File: src/rtl/fc_ims_pkg.sv
// fc_ims_pkg: shared widths, limits and ctrl encodings for the inventory/price block
package fc_ims_pkg;
  localparam int PRICE_W  = 4;
  localparam int QTY_W    = 4;
  localparam int CNT_W    = 4;
  localparam int FPRICE_W = 8;
  localparam int CNT_MAX  = 15;
  typedef enum logic {
    OP_RESTOCK = 1'b0,
    OP_SALE    = 1'b1
  } op_e;
endpackage

File: src/rtl/fc_ims_mult4x4.sv
// fc_ims_mult4x4: combinational 4x4 unsigned shift-add multiplier
// Ports: a (unit price), b (quantity), p = a * b as a full-width product
module fc_ims_mult4x4
  import fc_ims_pkg::*;
(
  input  logic [PRICE_W-1:0]  a,
  input  logic [QTY_W-1:0]    b,
  output logic [FPRICE_W-1:0] p
);
  always_comb begin
    p = '0;
    for (int i = 0; i < QTY_W; i++)
      p = p + (b[i] ? (FPRICE_W'(a) << i) : FPRICE_W'(0));
  end
endmodule

File: src/rtl/fc_ims.sv
// fc_ims: one-cycle registered transaction price and saturating stock update
// Ports: clk, rst (async, active-high); ctrl (0 restock, 1 sale);
//   uprice0..3, ncel0..3, ct0..3 scalar inputs (bit 0 = LSB);
//   fprice0..7 = uprice*ncel, new_ct0..3 = updated count, both registered
module fc_ims
  import fc_ims_pkg::*;
(
  input  logic clk,
  input  logic rst,
  input  logic ctrl,
  input  logic uprice0, input logic uprice1, input logic uprice2, input logic uprice3,
  input  logic ncel0,   input logic ncel1,   input logic ncel2,   input logic ncel3,
  input  logic ct0,     input logic ct1,     input logic ct2,     input logic ct3,
  output logic fprice0, output logic fprice1, output logic fprice2, output logic fprice3,
  output logic fprice4, output logic fprice5, output logic fprice6, output logic fprice7,
  output logic new_ct0, output logic new_ct1, output logic new_ct2, output logic new_ct3
);
  logic [PRICE_W-1:0]  uprice;
  logic [QTY_W-1:0]    ncel;
  logic [CNT_W-1:0]    ct;
  logic [CNT_W:0]      sum;
  logic [FPRICE_W-1:0] fprice_d, fprice_q;
  logic [CNT_W-1:0]    new_ct_d, new_ct_q;
  assign uprice = {uprice3, uprice2, uprice1, uprice0};
  assign ncel   = {ncel3, ncel2, ncel1, ncel0};
  assign ct     = {ct3, ct2, ct1, ct0};
  fc_ims_mult4x4 u_mult (.a(uprice), .b(ncel), .p(fprice_d));
  // Extra carry bit detects restock overflow so the count can clamp.
  assign sum = {1'b0, ct} + {1'b0, ncel};
  always_comb
    new_ct_d = (ctrl == OP_SALE) ? ((ncel > ct) ? '0 : ct - ncel)
                                 : (sum[CNT_W] ? CNT_W'(CNT_MAX) : sum[CNT_W-1:0]);
  always_ff @(posedge clk or posedge rst)
    if (rst) begin
      fprice_q <= '0;
      new_ct_q <= '0;
    end else begin
      fprice_q <= fprice_d;
      new_ct_q <= new_ct_d;
    end
  assign {fprice7, fprice6, fprice5, fprice4, fprice3, fprice2, fprice1, fprice0} = fprice_q;
  assign {new_ct3, new_ct2, new_ct1, new_ct0} = new_ct_q;
endmodule

File: config.mk
export PLATFORM = sky130hd
export DESIGN_NAME = fc_ims
export DESIGN_NICKNAME = d
export VERILOG_FILES = /design/src/rtl/fc_ims_pkg.sv /design/src/rtl/fc_ims_mult4x4.sv /design/src/rtl/fc_ims.sv
export SDC_FILE = /design/constraint.sdc
export NUM_CORES = 1
export LEC_CHECK = 0
export ABC_AREA = 1
export CAP_MARGIN = 0
export CELL_PAD_IN_SITES_DETAIL_PLACEMENT = 1
export CELL_PAD_IN_SITES_GLOBAL_PLACEMENT = 1
export CORE_MARGIN = 2
export CORE_UTILIZATION = 35
export DETAILED_ROUTE_END_ITERATION = 10
export HOLD_SLACK_MARGIN = 0.12
export PLACE_DENSITY_LB_ADDON = 0.1
export SLEW_MARGIN = 20
export SYNTH_ARGS = -nofsm -noshare
export SYNTH_HDL_FRONTEND = slang
export SYNTH_SLANG_ARGS = --single-unit
File: constraint.sdc
create_clock -name clk -period 0.8 [get_ports clk]
set_input_delay 0.2 -clock clk [delete_from_list [all_inputs] [get_ports clk]]
set_output_delay 0.2 -clock clk [all_outputs]
set_load 0.01 [all_outputs]
==> flow_summary.yaml <==
layout:
  fillers: 325
  diodes: 0
  multiInputGateArea_sq_um: 877
  fin_util: 0.631
  seqCellArea_sq_um: 300
  layout-drive-gt1-share: 0.483
  fin_nets: 218
  area_growth_pct: 68.7
  stdcell_count: 207
drt:
  vias: 982
  ant_nets: 0
  wl_per_cell_um: 15.5
  viasPerCell: 4.74
  routed_wl_um: 3210
  drtIter0Drc: 19
  drc_errors: 4
  drt_pass1_iterations: 7
die:
  num_rows: 19
  start_util: 0.374
  dieArea_sq_mm: 0.00345
  fp.coreArea_sq_mm: 0.00281
  die_h_um: 58.7
  die_x_um: 58.7
  ioPinCount: 27
clocking:
  cts_tree: "done"
  path_clk_slew_ps: 70
  cts_made_buffers: 3
  root_buffer: "clkbuf_4"
  clk_path_buf_depth: 2
  clock-sinks: 12
  htree_levels: 1
synth:
  synth_compound_area_frac: 0.0310
  synth_cell_types: 18
  synth_nets: 165
  ys_seq_area_frac: 0.286
  avgSynthCellArea_sq_um: 8.39
  yosys.area_share.simple: 0.208
  ys_ff_latch: 12
  syn-cell-area_sq_mm: 0.00105
  syn_inst: 125
  synthAdderAreaFrac: 0.348
  synth_top_family_by_area: "adder cells"
  synthXorXnorAreaFrac: 0.0334
  muxShareOfSynthArea: 0
  yosys_warnings: 0
power_and_ir_drop:
  ir_drop_v: 0.000503
  p_per_area_mw_per_mm2: 1270
  power_uw: 2240
  power_leakage_uw: 0.000943
timing:
  setup_violations: 22
  fmax_mhz: 503
  relSlewSlack: 0.856
  hold_viol: 0
  grt_setup_unrepaired: "true"
  slew_viol_final: 0
  tightest_slew_ps: 216
  layout_setup_ws_ps: -1190
  period_share: 2.49
  fin_tns_setup_ps: -9780
  min_period_ps: 1990
critical_path:
  crit_slowest_cell: "fa_1"
  critPathBufInv: 2
  endpoint: "fprice_q[7]"
  crit_chain: "buf_12, nand2_4, fa_1, fa_1, inv_2, ha_4, fa_2, nand3_2, nand2_2, xor2_1"
  cp-end-kind: "register"
  cp_top_family: "adder cells"
  worstPathRequired_ps: 980
  slowest_delay_ps: 500
  crit_top_cell: "fa_1"
  cp.arrival_ps: 2170
  critPathLaunch: "uprice0"
  critPathKind: "primary input to register"
  worst-path-stages: 10
  crit_fanout: 2
  cp-start-kind: "primary input"
grt:
  grt_max_degree: 13
  antenna_found_initial: 0
  overflow: 0
  grt_pass1_vias: 1057
  track_usage: 0.198
  grt_pass1_wl_um: 4980
placement:
  io_buffers: 26
  dp_cells: 197
  dp_slack_ps: -2140
  hpwl_um: 2290
  gp_congestion: 0.785
hold_path:
  hold_class: "primary input to async pin"
run_status:
  status: "finished, violations left"
  violations: "design-rule violations, negative setup slack"
run:
  maxCapViolations: 0
==> flip-flops by register name, summed over array words and instances, names as in the netlist <==
signal    cells
fprice_q      8
new_ct_q      4
==> through the flow <==
stage               cell area [sq um]  hold WS, ps
CTS                              1670          213
global route                     1770          254
floorplan                        1200         64.7
detailed placement               1620          520
global placement                 1620          517
finish                           1770          242
==> layout make-up <==
| type | instances | share of cell area |
|---|---|---|
| well taps | 31 | 0.0219 |
| repair buffers | 49 | 0.245 |
| multi-input cells | 88 | 0.496 |
| clock buffers | 3 | 0.0127 |
| inverters | 24 | 0.0552 |
| flip-flops and latches | 12 | 0.170 |
==> worst min-delay path, stage by stage <==
cell	delay, ps
clkdlybuf4s50_1	410
inv_1	110
buf_12	150
==> power by group <==
part | switching, uW | internal [uW]
sequential | 20.0 | 710
combinational | 577 | 551
clock | 211 | 176
==> synthesized netlist by cell type (all sizes together) <==
cell / instances / area [sq um]
dfrtp: 12 / 300
o31ai: 1 / 7.51
nand3b: 1 / 7.51
ha: 18 / 225
or2: 1 / 6.26
fa: 7 / 140
inv: 24 / 90.1
xor2: 3 / 26.3
nor3: 1 / 5.00
buf: 1 / 7.51
nor2: 5 / 21.3
nand3: 7 / 35.0
xnor2: 1 / 8.76
o21ai: 1 / 5.00
a21oi: 4 / 20.0
nand2: 38 / 143
==> per-layer routing <==
metal	GRT usage	wire length (um)
met5	0	0
met4	0.0909	72
met3	0.0352	145
met2	0.330	1620
met1	0.247	1370
==> repair_timing <==
action	4_1_cts	5_1_grt
hold buffers	0	0
pin swaps	14	18
setup endpoints to repair	24	23
gates resized for setup	116	20
buffers inserted	4	5
==> cells by family after synthesis <==
logic type	count (synthesis)
xor+xnor	4
compound gates	6
simple gates	53
flops	12
fa+ha+maj	25
buf+inv	25
==> cells in the final DEF (no fill, tap or decap), types with 2 or more instances in the layout <==
| cell type | netlist | routed |
|---|---|---|
| nand2_1 | 38 | 30 |
| dlygate4sd2_1 | 0 | 3 |
| inv_1 | 22 | 17 |
| clkbuf_4 | 0 | 4 |
| nand2_2 | 0 | 4 |
| buf_6 | 0 | 7 |
| buf_2 | 0 | 14 |
| dfrtp_1 | 12 | 12 |
| inv_2 | 2 | 6 |
| fa_1 | 7 | 3 |
| xor2_1 | 3 | 3 |
| buf_4 | 1 | 16 |
| nand2_4 | 0 | 2 |
| clkdlybuf4s50_1 | 0 | 2 |
| buf_12 | 0 | 4 |
| ha_1 | 18 | 9 |
| nand3_1 | 7 | 5 |
| nor2_4 | 0 | 3 |
| a21oi_1 | 4 | 3 |
| nand2_8 | 0 | 2 |
| buf_8 | 0 | 2 |
| nand3_2 | 0 | 2 |
| ha_4 | 0 | 8 |
| fa_2 | 0 | 4 |
==> worst min path at each step <==
| stage | endpoint |
|---|---|
| 6_report | new_ct_q[3] |
| 5_1_grt | new_ct_q[3] |
| 4_1_cts | new_ct_q[2] |
| 3_5_place_dp | new_ct_q[0] |
| 3_3_place_gp | new_ct_q[1] |
| 2_1_floorplan | fprice_q[0] |
No activity file was read; power rests on OpenSTA's default activity.
==> RTL edit (same settings) <==
Register the output `new_ct1`, cleared by the reset; this adds one clock of latency there. The other outputs are not delayed to match.
--- a/src/rtl/fc_ims.sv
+++ b/src/rtl/fc_ims.sv
@@ -16,4 +16,6 @@
   output logic new_ct0, output logic new_ct1, output logic new_ct2, output logic new_ct3
 );
+
+  logic new_ct1_d;
   logic [PRICE_W-1:0]  uprice;
   logic [QTY_W-1:0]    ncel;
@@ -40,5 +42,13 @@
     end
   assign {fprice7, fprice6, fprice5, fprice4, fprice3, fprice2, fprice1, fprice0} = fprice_q;
-  assign {new_ct3, new_ct2, new_ct1, new_ct0} = new_ct_q;
+  assign {new_ct3, new_ct2, new_ct1_d, new_ct0} = new_ct_q;
+  always_ff @(posedge clk or posedge rst) begin
+      if (rst) begin
+          new_ct1 <= '0;
+      end else begin
+          new_ct1 <= new_ct1_d;
+      end
+  end
+
 endmodule
 
Function: changed (Yosys sat finds a counterexample within 4 cycles, from zero or initial values and one cycle with rst high).
==> RTL edit against the original RTL <==
The run ends with negative setup slack left; worst setup slack worse by 0.060 ns; sequential share of layout area increased by 0.81 points; sequential cell count is 1 higher; area after synthesis up 2.4%; die area grew 2.2%; power up 8.3%; clock power grew 15%; first-iteration DRC count increased by 11%; design area up 3.4%; wire length rose by 7.6%; sequential power up 11%; largest power group unchanged; global-route usage rose by 2.0 points.
==> RTL edit: results (changes against the original RTL) <==
[outcome]
status = finished, violations left
failed_checks = negative setup slack

[cells_and_area]
fin_cells = 212  ; +2.4%
final_nets = 220  ; +0.92%
drive_gt1_share_pct = 49.2  ; +0.87 points

[power_and_ir_drop]
cellPowerDensity_mw_per_mm2 = 1330  ; +4.7%
clkPwrFrac_pct = 18.2  ; +1.0 points
ir_worst_vdd_mv = 0.560  ; +11%
p_sw_share_pct = 36.2  ; +0.15 points
comb_power_uw = 1180  ; +4%
power.leakage_uw = 0.000966  ; +2.5%

[worst_setup_path]
cp_max_fo = 3  ; +1
cp.arrival_ns = 2.23  ; +0.06 ns
max_stage_delay_ns = 0.53  ; +0.03 ns

[synth]
syn_nets = 166  ; +0.61%
ys_seq_area_share_pct = 30.3  ; +1.7 points
synth_xor_xnor_area_share_pct = 3.26  ; -0.078 points
synthTopCellsByCount = nand2_1, inv_1, ha_1
synth_compound_area_share_pct = 3.03  ; -0.072 points
synthTopCellsByArea = dfrtp_1, ha_1, nand2_1, fa_1, inv_1
synthMuxAreaShare_pct = 0  ; unchanged
synth_fa_ha_area_share_pct = 34.0  ; -0.81 points
yosys_warnings = 0  ; unchanged

[timing]
tns_ns = -9.58  ; +0.205 ns
worst_pin_slew_ns = 0.228  ; +0.0117 ns
setup_viol = 22  ; unchanged
setup_slack_ns = -1.25  ; -0.0600 ns

[global_route]
track_usage_pct = 21.7  ; +2.0 points
grt_pass1_vias = 1164  ; +10%
grt_pass1_wl_mm = 5.43  ; +9.0%
antenna_found_initial = 0  ; unchanged
grt_max_degree = 14  ; +1

[route]
drt-wirelength-per-cell_um = 16.3  ; +5.0%
drtIter0Drc = 21  ; +2
viasPerCell = 4.82  ; +1.6%
drt_first_pass_iters = 4  ; -3

[placement]
place_congestion = 0.754  ; -4.0%
placed_cells = 201  ; +2.0%
pre_cts_slack_ns = -2.09  ; +0.0525 ns
post_dp_cell_area_mm2 = 0.00165  ; +2.2%
dp_hpwl_mm = 2.46  ; +7.1%
numPortBuffers = 26  ; unchanged

[clock_tree]
root_buffer = clkbuf_4
cts_resized = 124  ; +6.9%
clkTransAtPathRegs_ns = 0.09  ; +0.02 ns
postCtsSetupBuffers = 7  ; +3

## RTL edit: cell types whose count changed in the layout (fill, tap and decap cells not counted), sizes merged
| cell | before | now |
|---|---|---|
| dfrtp | 12 | 13 |
| buf | 43 | 45 |
## RTL edit: worst paths after layout
check	cells past startpoint	end	slack, ns	start
min in group clk	4	fprice_q[0]	0.24	uprice0
min	3	fprice_q[2]	0.21	rst
min reg2reg	0	new_ct1	0.36	new_ct_q[1]
max	10	fprice_q[7]	-1.25	ncel0
max reg2reg	0	new_ct1	0.33	new_ct_q[1]
max in group asynchronous	3	fprice_q[1]	0.48	rst
## RTL edit: metal layers
metal	GRT usage (%)	routed length (um)	up-vias
li1	-	-	489
met1	25.8	1310	494
met2	39.6	1930	31
met3	0.873	110	8
met4	10.7	99	0
met5	0	0	-
## RTL edit: layout make-up
cell class / instances / area, um^2
fillers: 347 / 1150
well taps: 33 / 41.3
inverters: 24 / 97.6
repair buffers: 50 / 449
flip-flops and latches: 13 / 325
multi-input cells: 88 / 890
clock buffers: 4 / 26.3
